$ cat src/rtl/tlp_req_pkg.sv
`default_nettype none
// ============================================================================
// tlp_req_pkg : shared types and constants for the TLP request splitter
// Rev 1.0
// ============================================================================
package tlp_req_pkg;

  typedef enum logic [0:0] {
    IDLE = 1'b0,
    EMIT = 1'b1
  } state_e;

  localparam int c_be_w           = 4;
  localparam int c_len_w          = 10;
  localparam int c_byte_cnt_w     = 13;
  localparam int c_max_xfer_bytes = 4096;
  localparam int c_mps_min        = 128;
  localparam int c_mps_max        = 4096;

  // A 1024-DW payload wraps the 10-bit length field to zero.
  localparam logic [c_len_w-1:0] c_len_1024_enc = 10'h000;

  function automatic bit mps_legal(input int mps);
    return (mps >= c_mps_min) && (mps <= c_mps_max) && ((mps & (mps - 1)) == 0);
  endfunction

endpackage
`default_nettype wire

$ cat src/rtl/tlp_chunk_be_calc.sv
`default_nettype none
// ============================================================================
// tlp_chunk_be_calc : chunk size, DW length and byte enables for one TLP
// Rev 1.0
// ============================================================================
module tlp_chunk_be_calc
  import tlp_req_pkg::*;
#(
  parameter int MAX_PAYLOAD_BYTES = 256
) (
  input  logic [$clog2(MAX_PAYLOAD_BYTES)-1:0] addr_lo,
  input  logic [c_byte_cnt_w-1:0]              remaining,
  output logic [c_byte_cnt_w-1:0]              chunk,
  output logic [c_len_w-1:0]                   length,
  output logic [c_be_w-1:0]                    first_be,
  output logic [c_be_w-1:0]                    last_be
);

  logic [c_byte_cnt_w-1:0] w_room;
  logic [c_byte_cnt_w-1:0] w_span;
  logic [c_len_w:0]        w_len_dw;
  logic [1:0]              w_lo;
  logic [1:0]              w_end_lo;
  logic [c_be_w-1:0]       w_first_mask;
  logic [c_be_w-1:0]       w_last_mask;

  assign w_lo   = addr_lo[1:0];
  assign w_room = c_byte_cnt_w'(MAX_PAYLOAD_BYTES) - c_byte_cnt_w'(addr_lo);
  assign chunk  = (remaining < w_room) ? remaining : w_room;

  assign w_span       = c_byte_cnt_w'(w_lo) + chunk + 13'd3;
  assign w_len_dw     = 11'(w_span >> 2);
  assign w_end_lo     = w_lo + chunk[1:0] - 2'd1;
  assign w_first_mask = 4'hF << w_lo;
  assign w_last_mask  = 4'hF >> (2'd3 - w_end_lo);

  always_comb begin
    length   = w_len_dw[c_len_w-1:0];
    first_be = w_first_mask;
    last_be  = w_last_mask;
    // remaining == 0 only reaches here as a zero-length write.
    if (remaining == '0) begin
      length   = 10'd1;
      first_be = '0;
      last_be  = '0;
    end else if (w_len_dw == 11'd1) begin
      first_be = w_first_mask & w_last_mask;
      last_be  = '0;
    end else if (w_len_dw == 11'd1024) begin
      length   = c_len_1024_enc;
    end
  end

endmodule
`default_nettype wire

$ cat src/rtl/tlp_req_be_splitter.sv
`default_nettype none
// ============================================================================
// tlp_req_be_splitter : splits byte-range commands into MPS-bounded TLP
// request descriptors. Option macro: TLP_REQ_ZLW_EN (zero-length writes).
// Rev 1.0
// ============================================================================
module tlp_req_be_splitter
  import tlp_req_pkg::*;
#(
  parameter int ADDR_W            = 64,
  parameter int MAX_PAYLOAD_BYTES = 256
) (
  input  logic                    clk,
  input  logic                    rst_n,
  input  logic                    cmd_valid,
  output logic                    cmd_ready,
  input  logic [ADDR_W-1:0]       cmd_addr,
  input  logic [c_byte_cnt_w-1:0] cmd_byte_count,
  input  logic                    cmd_is_write,
  output logic                    tlp_valid,
  input  logic                    tlp_ready,
  output logic [ADDR_W-1:0]       tlp_addr,
  output logic [c_len_w-1:0]      tlp_length,
  output logic [c_be_w-1:0]       tlp_first_be,
  output logic [c_be_w-1:0]       tlp_last_be,
  output logic                    tlp_is_write,
  output logic                    tlp_last,
  output logic                    cmd_err
);

  localparam int c_off_w = $clog2(MAX_PAYLOAD_BYTES);

  generate
    if (!mps_legal(MAX_PAYLOAD_BYTES)) begin : g_mps_illegal
      $error("MAX_PAYLOAD_BYTES must be a power of 2 in 128..4096");
    end
  endgenerate

  state_e                  r_state;
  state_e                  w_state_next;
  logic [ADDR_W-1:0]       r_cur_addr;
  logic [c_byte_cnt_w-1:0] r_remaining;
  logic                    r_is_write;
  logic                    r_cmd_err;
  logic                    r_ready_en;

  logic [c_byte_cnt_w-1:0] w_chunk;
  logic [c_len_w-1:0]      w_length;
  logic [c_be_w-1:0]       w_first_be;
  logic [c_be_w-1:0]       w_last_be;
  logic                    w_cmd_fire;
  logic                    w_cmd_bad;
  logic                    w_zero_bad;
  logic                    w_tlp_fire;
  logic                    w_last_chunk;

`ifdef TLP_REQ_ZLW_EN
  assign w_zero_bad = !cmd_is_write;
`else
  assign w_zero_bad = 1'b1;
`endif

  // Held low through reset so no command lands before the first clean edge.
  assign cmd_ready    = r_ready_en && (r_state == IDLE);
  assign w_cmd_fire   = cmd_valid && cmd_ready;
  assign w_cmd_bad    = (cmd_byte_count > c_byte_cnt_w'(c_max_xfer_bytes)) ||
                        ((cmd_byte_count == '0) && w_zero_bad);
  assign tlp_valid    = (r_state == EMIT);
  assign w_tlp_fire   = tlp_valid && tlp_ready;
  assign w_last_chunk = (w_chunk == r_remaining);

  tlp_chunk_be_calc #(
    .MAX_PAYLOAD_BYTES (MAX_PAYLOAD_BYTES)
  ) u_calc (
    .addr_lo   (r_cur_addr[c_off_w-1:0]),
    .remaining (r_remaining),
    .chunk     (w_chunk),
    .length    (w_length),
    .first_be  (w_first_be),
    .last_be   (w_last_be)
  );

  always_ff @(posedge clk or negedge rst_n) begin
    if (!rst_n) begin
      r_state <= IDLE;
    end else begin
      r_state <= w_state_next;
    end
  end

  always_comb begin
    w_state_next = r_state;
    case (r_state)
      IDLE:    if (w_cmd_fire && !w_cmd_bad)   w_state_next = EMIT;
      EMIT:    if (w_tlp_fire && w_last_chunk) w_state_next = IDLE;
      default: w_state_next = IDLE;
    endcase
  end

  always_ff @(posedge clk or negedge rst_n) begin
    if (!rst_n) begin
      r_cur_addr  <= '0;
      r_remaining <= '0;
      r_is_write  <= 1'b0;
      r_cmd_err   <= 1'b0;
      r_ready_en  <= 1'b0;
    end else begin
      r_ready_en <= 1'b1;
      r_cmd_err  <= w_cmd_fire && w_cmd_bad;
      if (w_cmd_fire && !w_cmd_bad) begin
        r_cur_addr  <= cmd_addr;
        r_remaining <= cmd_byte_count;
        r_is_write  <= cmd_is_write;
      end else if (w_tlp_fire) begin
        r_cur_addr  <= r_cur_addr + ADDR_W'(w_chunk);
        r_remaining <= r_remaining - w_chunk;
      end
    end
  end

  // Descriptor fields are derived from registers only, so they hold under backpressure.
  assign tlp_addr     = tlp_valid ? {r_cur_addr[ADDR_W-1:2], 2'b00} : '0;
  assign tlp_length   = tlp_valid ? w_length   : '0;
  assign tlp_first_be = tlp_valid ? w_first_be : '0;
  assign tlp_last_be  = tlp_valid ? w_last_be  : '0;
  assign tlp_is_write = tlp_valid && r_is_write;
  assign tlp_last     = tlp_valid && w_last_chunk;
  assign cmd_err      = r_cmd_err;

endmodule
`default_nettype wire

$ cat config.mk
export PLATFORM = sky130hd
export DESIGN_NAME = tlp_req_be_splitter
export DESIGN_NICKNAME = d
export VERILOG_FILES = /design/src/rtl/tlp_req_pkg.sv /design/src/rtl/tlp_chunk_be_calc.sv /design/src/rtl/tlp_req_be_splitter.sv
export SDC_FILE = /design/constraint.sdc
export NUM_CORES = 1
export LEC_CHECK = 0
export CAP_MARGIN = 25
export CORE_ASPECT_RATIO = 1.75
export CORE_MARGIN = 2
export CORE_UTILIZATION = 55
export DETAILED_ROUTE_END_ITERATION = 16
export PLACE_DENSITY = 0.87
export REMOVE_ABC_BUFFERS = 1
export SYNTH_ARGS = -nofsm -noshare
export SYNTH_HDL_FRONTEND = slang
export SYNTH_SLANG_ARGS = --single-unit
$ cat constraint.sdc
create_clock -name clk -period 14.1 [get_ports clk]
set_clock_uncertainty 0.05 [all_clocks]
set_input_delay 4.23 -clock clk [delete_from_list [all_inputs] [get_ports clk]]
set_output_delay 4.23 -clock clk [all_outputs]
set_load 0.02 [all_outputs]
Word level (Yosys, flattened, before mapping)
Index checks and enable logic that the tools add are counted.
{ "op_classes": {"n_addsub": 8, "n_lt_le_gt_ge": 2, "n_eq_ne": 3, "n_shift": 2, "muxes": 19, "bitwise_logic": 2, "reduce_logical": 13} }
{ "ops": {"columns": ["op", "n"], "rows": [
  ["64-bit two-way mux", 3],
  ["64-bit by 13-bit adder with 64-bit output", 1],
  ["10-bit two-way mux", 4],
  ["13-bit two-way mux", 3],
  ["13-bit logical NOT", 2],
  ["4-bit two-way mux", 6],
  ["13-bit by 2-bit adder with 13-bit output, second input constant", 1],
  ["2-bit by 13-bit adder with 13-bit output", 1],
  ["13-bit equality test", 1],
  ["13-bit greater-than comparator, second input constant", 1],
  ["13-bit less-than comparator", 1],
  ["13-bit subtractor", 1],
  ["11-bit by 1-bit equality test with 1-bit output, second input constant", 1],
  ["11-bit equality test, second input constant", 1],
  ["9-bit by 8-bit subtractor with 10-bit output, first input constant", 1],
  ["1-bit logical AND", 8],
  ["4-bit bitwise AND", 1],
  ["4-bit by 2-bit left shift with 4-bit output, first input constant", 1],
  ["4-bit by 2-bit >> shifter with 4-bit output, first input constant", 1],
  ["2-bit adder", 1],
  ["1-bit two-way mux", 2],
  ["1-bit one-hot mux with 2 select lines", 1],
  ["2-bit nonzero test", 1],
  ["2-bit by 1-bit subtractor with 2-bit output, second input constant", 1],
  ["other kinds (4)", 4]
]} }
{ "totals": {"register_bits": 81, "input_bits": 82, "out_inout_bits": 87} }

Logic depth before layout (Yosys ltp)
{ "logic_depth": {"ltp_word": 11, "mapped_depth": 27, "ltp_nobuf": 23} }

By module
Synthesis repeated with hierarchy kept, for this count alone.
{ "hier_totals": {"cells_unflattened": 895, "area_unflattened_um2": 7280.7} }
{ "by_module_without_submodules": {"columns": ["module", "instances", "cells_each", "area_each_um2"], "rows": [
  ["tlp_req_be_splitter", 1, 734, 6057.1],
  ["tlp_chunk_be_calc", 1, 161, 1223.7]
]} }

Worst setup path before layout
Ideal clock, no wire load.
{ "synth_timing": {"kind": "register to output", "startpoint": "register r_cur_addr[5]", "endpoint": "output port tlp_last_be[3]", "arrival_time_ps": 5233, "required_time_ps": 9820, "path_slack_ps": 4587, "stages_incl_launch_ff": 26, "path_buffers": 4, "path_cell_list": "dfrtp_1 -> buf_2 -> nor4_2 -> nand2_1 -> xor2_1 -> inv_1 -> ha_1 -> a211o_1 -> a211oi_2 -> o211ai_2 -> buf_6 -> buf_6 -> mux2_2 -> inv_1 -> ha_1 -> inv_1 -> ha_1 -> fa_1 -> and3_1 -> nand2_1 -> nor2_1 -> a21oi_1 -> o21ai_1 -> and4_1 -> buf_6 -> nor3_1"} }
{ "synth_between": {"elab_chain_cells": 10, "elab_cells_between_ends": 13} }
{ "synth_rtl": {"columns": ["element", "line_no", "rtl"], "rows": [
  ["start, declared", "tlp_req_be_splitter.sv:41", "logic [ADDR_W-1:0] r_cur_addr;"],
  ["start signal, assigned", "tlp_req_be_splitter.sv:111", "r_cur_addr <= cmd_addr;"],
  ["start signal, assigned", "tlp_req_be_splitter.sv:115", "r_cur_addr <= r_cur_addr + ADDR_W'(w_chunk);"],
  ["9-bit by 8-bit subtractor with 10-bit output *", "tlp_chunk_be_calc.sv:28", "assign w_room = c_byte_cnt_w'(MAX_PAYLOAD_BYTES) - c_byte_cnt_w'(addr_lo);"],
  ["13-bit less-than comparator", "tlp_chunk_be_calc.sv:29", "assign chunk = (remaining < w_room) ? remaining : w_room;"],
  ["13-bit two-way mux *", "tlp_chunk_be_calc.sv:29", null],
  ["branches (longest 4 deep; another with 2-bit by 13-bit adder with 13-bit output)", null, null],
  ["4-bit two-way mux *", "tlp_chunk_be_calc.sv:46", "end else if (w_len_dw == 11'd1) begin"],
  ["4-bit two-way mux *", "tlp_chunk_be_calc.sv:42", "if (remaining == '0) begin"],
  ["4-bit two-way mux *", "tlp_req_be_splitter.sv:125", "assign tlp_last_be = tlp_valid ? w_last_be : '0;"],
  ["end, declared", "tlp_req_be_splitter.sv:25", "output logic [c_be_w-1:0] tlp_last_be,"]
]} }
Mark *: on every way between the ends.

Final worst setup path
{ "layout_timing": {"startpoint": "register r_cur_addr[5]", "endpoint": "output port tlp_last_be[2]"} }
Same word-level chain as after synthesis.

==> out/qor.yml <==
die:
  row_count: 55
  die_height_microns: 154.4
  die_w_microns: 89.94
  dieArea_sq_um: 13890
  core_area_sq_um: 12800
  initial_core_util_pct: 55.53
  io_pins: 169
finish:
  stdcell_area_sq_um: 9173
  post-route-util_pct: 71.66
  drive_gt1_share_pct: 6.852
  n_antenna_cell: 0
  syn_to_final_growth_pct: 29.04
  final_nets: 1123
  num-fill-cells: 1047
pwr:
  peakVddDrop_mv: 0.1164
  p_per_area_nw_per_um2: 294.1
  power_leakage_nw: 3.754
clock_network:
  tritoncts: "yes"
  clock_sinks: 81
  clk_pin_slew_ns: 0.06
  postCtsSetupBuffers: 0
  cts_inserted_buffers: 9
  cts_root_buf: "clkbuf_16"
  cts_buffer_depth: 2
  clock_latency_ns: 0.34
  htree_levels: 3
  hold_buffers: 0
  post_cts_resized: 0
critical_path:
  cp.required_ns: 9.82
  worstSetupPathType: "reg2out"
  crit_path_start_kind: "register"
  crit_path_end_kind: "output port"
  cp_max_fo: 10
  cp.arrival_ns: 6.27
global_route:
  grt_max_degree: 84
  grt_pass1_vias: 7595
  grt_usage_pct: 33.56
  grt_antenna_before_repair: 0
  grt-ovfl-total: 0
  grt_pass1_wl_microns: 37560
yosys:
  syn_inst: 859
  yosys_warnings: 0
  netlist_top_cells_area: "dfrtp_1 29%, ha_1 6.3%, and2_1 5.9%, nand2_1 5.2%, nand3_1 3.5%"
  synth_ff_type: "dfrtp_1"
  synth_seq_cells: 81
  yosysSeqAreaShare_pct: 28.52
  yosysMostFrequentCell: "nand2_1"
  avgSynthCellArea_sq_um: 8.275
  synth.top_cell.area_share_pct: 28.52
  synth-edff-count: 0
  synthTopCellsByCount: "98 x nand2_1, 81 x dfrtp_1, 67 x and2_1"
  synthDistinctLibCells: 84
  synthesis.area_sq_um: 7108
  synthArstFlopShare_pct: 100.0
  yosysTopAreaCell: "dfrtp_1"
placement:
  dp_hpwl_microns: 17410
  numPortBuffers: 164
  post_dp_cell_area_sq_um: 8818
  place_congestion: 0.9620
detailed_routing:
  dr.max_layer_used: "met4"
  drc_errors: 0
  wl_met3_microns: 1327
  wl_per_cell_microns: 20.15
  drt_iter0_markers: 544
  wirelength_microns: 23730
  wl_met1_microns: 8260
  vias: 7567
  dr.pass1.iters: 5
  wl_met2_microns: 12530
  vias_per_cell: 6.424
  drtAntennaViolNets: 0
sta:
  fin_setup_tns_ns: 0
  setup_violations: 0
  period_minus_slack_ns: 10.55
  hold_violations: 0
  rsz0062_at_grt: "false"
  slew_headroom_pct: 38.69
  drv_slew: 0
  tightest_slew_ns: 0.9197
  fin_crit_sh_pct: 74.79
  hold-worst-slack_ns: 0.4261
  fmax_ghz: 0.09483
hold_path:
  hp-class: "reg2reg"
flow_run:
  maxCapViolations: 0
outcome:
  status: "completed"
## critical path, cell delays in order, from the launching register on
cell	delay (ns)
dfrtp_1	0.50
nor4_2	0.55
nand3b_1	0.16
xor2_1	0.22
inv_1	0.11
ha_1	0.31
nand4_1	0.15
a211o_1	0.29
o211ai_2	0.10
mux2_2	0.42
inv_1	0.20
ha_1	0.28
inv_1	0.06
ha_1	0.18
a21oi_1	0.10
a211oi_1	0.34
o21ai_0	0.30
o211ai_1	0.25
o21a_1	0.17
nor2_1	0.05
and4_1	0.29
nor3_1	0.23
clkdlybuf4s50_1	0.66
## worst paths after layout
kind | end | cells past startpoint | startpoint | slack (ns)
worst min register to register | r_is_write | 2 | r_is_write | 0.43
worst min-delay path | r_is_write | 2 | r_is_write | 0.43
min in group asynchronous | r_remaining[8] | 1 | rst_n | 3.64
worst max-delay path | tlp_last_be[2] | 22 | r_cur_addr[5] | 3.55
worst max register to register | r_cur_addr[50] | 20 | r_cur_addr[5] | 8.20
max in group asynchronous | r_cur_addr[5] | 3 | rst_n | 9.63
## registers in the layout (all words and copies together) (netlist names)
signal       cells
r_cur_addr      64
r_is_write       1
cmd_err          1
r_ready_en       1
r_remaining     13
tlp_valid        1
## routing by layer
layer	vias to the layer above	track usage [%]
met1	3631	34.51
li1	3466	-
met2	357	62.09
met5	-	0
met4	0	23.74
met3	113	4.627
## placed cells by master (no fill, tap or decap), drive strengths merged, types with 15 or more instances in the layout
cell           Yosys  final
xor2              15     15
dfrtp             81     81
a221o             16     16
nor3              16     16
nand4             19     19
xnor2             16     16
and3              15     15
a21o              20     20
nand2             99     99
o211ai            33     33
nor2              42     42
a21oi             35     35
clkdlybuf4s50      0    163
nand3             50     50
and2              67     67
o311ai            19     19
ha                36     36
inv               41     42
o21ai             40     40
## power breakdown
| part | switching (mW) | internal, mW |
|---|---|---|
| combinational | 1.06 | 0.875 |
| sequential | 0.182 | 0.333 |
| clock | 0.100 | 0.144 |
| total | 1.35 | 1.35 |
## area by class of cell
| class | count | area [sq um] | area share [%] |
|---|---|---|---|
| clock buffer | 11 | 242.7 | 2.646 |
| sequential | 81 | 2028 | 22.11 |
| multi-input combinational | 695 | 4723 | 51.49 |
| timing repair buffer | 174 | 1747 | 19.04 |
| inverter | 41 | 153.9 | 1.678 |
| tap | 171 | 214.0 | 2.333 |
| clock inverter | 5 | 63.81 | 0.6957 |
## metrics by stage
| step | worst slack [ns] | std cells | total power [mW] |
|---|---|---|---|
| after floorplan | 4.531 | 817 | 1.749 |
| after global placement | 4.112 | 1160 | 2.374 |
| after detailed placement | 3.952 | 1160 | 2.410 |
| after CTS | 3.577 | 1176 | 2.670 |
| after global routing | 3.223 | 1178 | 2.890 |
| final | 3.554 | 1178 | 2.698 |
## cell families after synthesis
kind of cell	synth area share (%)
buffers and inverters	5.492
multiplexers	2.165
other	0.1057
AO/OA/AOI/OAI	24.49
AND/OR/NAND/NOR	28.23
XOR/XNOR	3.820
flip-flops	28.52
adder cells (fa/ha/maj)	7.182
No activity file was read; power rests on OpenSTA's default activity.
